## src/rtl/mux_sel_scanner.sv

```systemverilog
// mux_sel_scanner
//   Upstream feeder for a 4-to-1, 2-bit mux stage.
//
//   - Captures four 2-bit channels from an 8-bit switch bank on the rising
//     edge of the load request.
//   - Drives the mux select either manually from sel_man or by auto-scanning
//     0 -> 1 -> 2 -> 3 -> 0, spending PERIOD clock cycles in each slot.
//   - Emits registered slot_tick / wrap pulses for downstream display logic.
//
// Optional build macro:
//   MUX_SCAN_SYNC_EN - places a 2-flop synchronizer on every input except
//                      clk/rst_n. All input-to-output latencies grow by 2.
//
// Ports:
//   clk            system clock, all state on its rising edge
//   rst_n          asynchronous active-low reset
//   sw[7:0]        channel data: [1:0]->a0 [3:2]->a1 [5:4]->a2 [7:6]->a3
//   load           load request level (acted on at its rising edge only)
//   mode           0 = manual select, 1 = auto scan
//   hold           auto mode only: freezes the slot counter and s
//   sel_man[1:0]   manual select value
//   a0..a3[1:0]    registered channel data to the mux
//   s[1:0]         registered select to the mux
//   slot_tick      one-cycle pulse in the cycle after s changed value
//   wrap           one-cycle pulse alongside slot_tick for an auto 3->0 step
module mux_sel_scanner #(
  parameter int PERIOD = 4
) (
  input  logic       clk,
  input  logic       rst_n,
  input  logic [7:0] sw,
  input  logic       load,
  input  logic       mode,
  input  logic       hold,
  input  logic [1:0] sel_man,
  output logic [1:0] a0,
  output logic [1:0] a1,
  output logic [1:0] a2,
  output logic [1:0] a3,
  output logic [1:0] s,
  output logic       slot_tick,
  output logic       wrap
);

  // PERIOD = 1 would give a zero-width counter; keep at least one bit.
  localparam int CNT_W = (PERIOD > 1) ? $clog2(PERIOD) : 1;
  localparam logic [CNT_W-1:0] CNT_MAX = CNT_W'(PERIOD - 1);
  localparam logic [CNT_W-1:0] CNT_ONE = CNT_W'(1);

  logic [7:0]       w_sw;
  logic             w_load;
  logic             w_mode;
  logic             w_hold;
  logic [1:0]       w_sel_man;

  logic             r_load_q;
  logic [1:0]       r_a0, r_a1, r_a2, r_a3;
  logic [1:0]       r_s;
  logic [CNT_W-1:0] r_cnt;
  logic             r_slot_tick;
  logic             r_wrap;

  logic             w_load_edge;
  logic [CNT_W-1:0] w_cnt_nxt;
  logic [1:0]       w_s_nxt;
  logic             w_adv;

`ifdef MUX_SCAN_SYNC_EN
  // Bundle order: {sel_man, hold, mode, load, sw}
  logic [12:0] r_sync1;
  logic [12:0] r_sync2;

  always_ff @(posedge clk or negedge rst_n) begin
    if (!rst_n) begin
      r_sync1 <= '0;
      r_sync2 <= '0;
    end else begin
      r_sync1 <= {sel_man, hold, mode, load, sw};
      r_sync2 <= r_sync1;
    end
  end

  assign {w_sel_man, w_hold, w_mode, w_load, w_sw} = r_sync2;
`else
  assign w_sw      = sw;
  assign w_load    = load;
  assign w_mode    = mode;
  assign w_hold    = hold;
  assign w_sel_man = sel_man;
`endif

  assign w_load_edge = w_load & ~r_load_q;

  // Select/counter next state. Manual mode keeps the counter at 0 so that a
  // switch into auto mode always spends a full PERIOD in the current slot.
  always_comb begin
    w_cnt_nxt = r_cnt;
    w_s_nxt   = r_s;
    w_adv     = 1'b0;
    if (!w_mode) begin
      w_cnt_nxt = '0;
      w_s_nxt   = w_sel_man;
    end else if (!w_hold) begin
      if (r_cnt == CNT_MAX) begin
        w_cnt_nxt = '0;
        w_s_nxt   = r_s + 2'd1;
        w_adv     = 1'b1;
      end else begin
        w_cnt_nxt = r_cnt + CNT_ONE;
      end
    end
  end

  always_ff @(posedge clk or negedge rst_n) begin
    if (!rst_n) begin
      r_load_q    <= 1'b0;
      r_a0        <= '0;
      r_a1        <= '0;
      r_a2        <= '0;
      r_a3        <= '0;
      r_s         <= '0;
      r_cnt       <= '0;
      r_slot_tick <= 1'b0;
      r_wrap      <= 1'b0;
    end else begin
      r_load_q <= w_load;
      // Capture is independent of the select logic; both may act on one edge.
      if (w_load_edge) begin
        r_a0 <= w_sw[1:0];
        r_a1 <= w_sw[3:2];
        r_a2 <= w_sw[5:4];
        r_a3 <= w_sw[7:6];
      end
      r_cnt       <= w_cnt_nxt;
      r_s         <= w_s_nxt;
      // Any value change pulses slot_tick, including manual ones; wrap only
      // flags the auto-driven 3 -> 0 roll-over.
      r_slot_tick <= (w_s_nxt != r_s);
      r_wrap      <= w_adv & (r_s == 2'd3);
    end
  end

  assign a0        = r_a0;
  assign a1        = r_a1;
  assign a2        = r_a2;
  assign a3        = r_a3;
  assign s         = r_s;
  assign slot_tick = r_slot_tick;
  assign wrap      = r_wrap;

endmodule

```

## config.mk

```make
export PLATFORM = sky130hd
export DESIGN_NAME = mux_sel_scanner
export DESIGN_NICKNAME = d
export VERILOG_FILES = /design/src/rtl/mux_sel_scanner.sv
export SDC_FILE = /design/constraint.sdc
export NUM_CORES = 1
export LEC_CHECK = 0
export CAP_MARGIN = 15
export CORE_UTILIZATION = 44
export DETAILED_ROUTE_END_ITERATION = 8
export PLACE_DENSITY_LB_ADDON = 0.15
export SKIP_LAST_GASP = 1
export SLEW_MARGIN = 20
export SYNTH_ARGS = -nofsm -noshare
export SYNTH_HDL_FRONTEND = slang
export SYNTH_SLANG_ARGS = --single-unit
```

## constraint.sdc

```tcl
create_clock -name clk -period 2.05 [get_ports clk]
set_clock_uncertainty 0.1 [all_clocks]
set_input_delay 0.5125 -clock clk [delete_from_list [all_inputs] [get_ports clk]]
set_output_delay 0.5125 -clock clk [all_outputs]
set_load 0.02 [all_outputs]
```

==> impl_metrics.ini, run 1 <==
[logic_synthesis]
yosysUniqueCellTypes = 16
yosys-top-cells-count = 15 x dfrtp_1, 8 x mux2_4, 3 x nor2_1
syn_inst = 45
syn-cell-area_sq_um = 668
ys_async_sr_fraction_pct = 100
syn_nets = 62
yosysWarnings = 0
avgSynthCellArea_sq_um = 14.8
ys_seq_elements = 15
synth_seq_area_share_pct = 56.2
synth_area_leader_cell = dfrtp_1
synth_top_area_share_pct = 56.2
yosys-top-cells-area = dfrtp_1 56%, mux2_4 18%, nor2b_4 4.1%
synth-main-ff-cell = dfrtp_1
synth_edf_count = 0
yosysMostFrequentCell = dfrtp_1

[power_and_ir_drop]
intPower_mw = 0.524
peakVddDrop_mv = 0.397
p_leak_nw = 0.425
p_switching_mw = 0.200
swShare_pct = 27.7
pwr-share-seq_pct = 48.7
comb_power_share_pct = 28.3
power_density_mw_per_mm2 = 754
clockPowerShare_pct = 23.0

[timing]
tightest_slew_ps = 651
hold_viol = 0
fin_tns_setup_ps = 0
period_needed_ps = 1940
max_slew_margin_pct = 56.5
rsz0062_at_grt = no
post-route-period-util_pct = 94.8
setup_violations = 0
clock.fmax_mhz = 514
finalMaxSlewViolations = 0

[placement]
gp_congestion = 0.603
dp.cells = 84
port-buffer-count = 26
dpl_cell_area_sq_um = 932

[critical_path]
rr_worst_depth = 2
critPathTopFamily = buffers and inverters
reg2reg_to = a0[0]$_DFFE_PN0P_
path_cells = clkdlybuf4s50_1
path_buf_inv = 1
required_ps = 1440
path_max_fanout = 4
startpoint_type = flip-flop
crit_path_top_delay_cell = clkdlybuf4s50_1
crit_arrival_ps = 1330
end_kind = output port
worstReg2RegStart = r_load_q$_DFF_PN0_
slowest_delay_ps = 630
regToRegSetupSlack_ps = 750
path_class = flip-flop to output port

[grt]
grt_pass1_vias = 401
grt_first_pass_wirelength_microns = 1770
gr-total-overflow = 0
antenna_found_initial = 0
grt_max_degree = 16
track_usage_pct = 17.7

[floorplanning]
die_x_microns = 41.0
io_pins = 27
row_count = 13
die_area_sq_mm = 0.00168
core_area_sq_mm = 0.00135
die_h_microns = 41.0
initial_core_util_pct = 49.5

[clocking]
path_clk_slew_ps = 90
root_buffer = clkbuf_4
cts_hold_buf = 0
clock_path_buffers = 2
post_cts_resized = 0
tritoncts = built
numCtsBuffers = 3
h-tree-depth = 1
clock-sinks = 15
clk_latency_ps = 280
post_cts_buffers = 0

[layout]
instances_no_fill = 88
layout-drive-gt1-share_pct = 20.5
fin_area_sq_um = 960
nets = 91
area_growth_pct = 43.6
diodes = 0

[routing]
via_per_inst = 4.86
vias = 428
drc = 0
ant_nets = 0
routed_wl_microns = 1250
initialDrtViolationCount = 2
firstDrtPassIters = 3
avgRoutedWirePerCell_microns = 14.2

[status]
status = completed

[hold_path]
min_path_cells = 1
min_path_type = flip-flop to flip-flop
min_from = a3[0]$_DFFE_PN0P_
min_to = a3[0]$_DFFE_PN0P_

[job]
maxCapViolCount = 0
sequential cells by signal, summed over array words and instances, names as in the netlist:
signal     count
slot_tick      1
a0             2
a3             2
a1             2
r_cnt          2
a2             2
s              2
wrap           1
r_load_q       1
placed cells by master, fill, tap and decap left out:
master / count
and2_1: 1
clkinv_2: 1
nor2b_1: 1
mux2_4: 8
mux2i_1: 2
nor2_1: 3
xnor2_1: 2
o21ai_0: 1
clkbuf_4: 3
ha_1: 2
a21oi_1: 2
nor2b_4: 2
xor2_1: 2
nand2_1: 1
dfrtp_1: 15
clkdlybuf4s50_1: 26
and3_2: 1
power by group through the flow:
stage / sequential [mW] / clock [mW] / combinational (mW)
floorplan: 0.392 / 0 / 0.0674
global placement: 0.357 / 0 / 0.201
detailed placement: 0.358 / 0 / 0.207
CTS: 0.352 / 0.174 / 0.208
global route: 0.356 / 0.182 / 0.220
finish: 0.352 / 0.167 / 0.205
cell type report:
class | instances | area, sq um
clock buffer | 3 | 22.5
fill | 102 | 390
multi-input combinational | 28 | 278
tap | 15 | 18.8
timing repair buffer | 26 | 260
clock inverter | 1 | 5.00
sequential | 15 | 375
layer usage:
| metal | up-vias | track usage (%) | part of all wire, % |
|---|---|---|---|
| met2 | 15 | 27.3 | 49 |
| met1 | 204 | 21.7 | 43 |
| li1 | 207 | - | - |
| met5 | - | 0 | 0 |
| met4 | 0 | 12.5 | 1.7 |
| met3 | 2 | 3.80 | 6.2 |
per-stage QoR:
stage                     util (%)  worst slack [ps]  hold slack (ps)  power (mW)
after floorplan                  -               763              117       0.460
after global placement        69.0               181              400       0.558
after detailed placement      69.0               110              397       0.565
after CTS                     71.1              90.3              418       0.734
after global routing          71.1              66.9              433       0.758
final                         71.1               106              420       0.724
worst max path at each step:
stage,depth (start not counted),startpoint,end,slack (ps)
final,1,s[0]$_DFF_PN0_,s[0],110
after global routing,1,s[1]$_DFF_PN0_,s[1],70
after CTS,1,s[0]$_DFF_PN0_,s[0],90
after detailed placement,3,load,a2[1]$_DFFE_PN0P_,110
after global placement,3,load,a0[0]$_DFFE_PN0P_,180
after floorplan,3,load,a0[0]$_DFFE_PN0P_,760
cells by family after synthesis:
kind of cell / synth area share (%)
compound gates: 2.25
buf+inv: 2.25
fa+ha+maj: 3.74
flops: 56.2
mux: 21.0
simple gates: 9.36
xor+xnor: 5.24
Note: power is estimated with default switching activity, not from simulation.
==> run 2, diff against run 1 <==
CTS_CLUSTER_DIAMETER = 100   (was default)
==> results of run 2 <==
The final DEF is identical to that of run 1; final timing and power are the same.
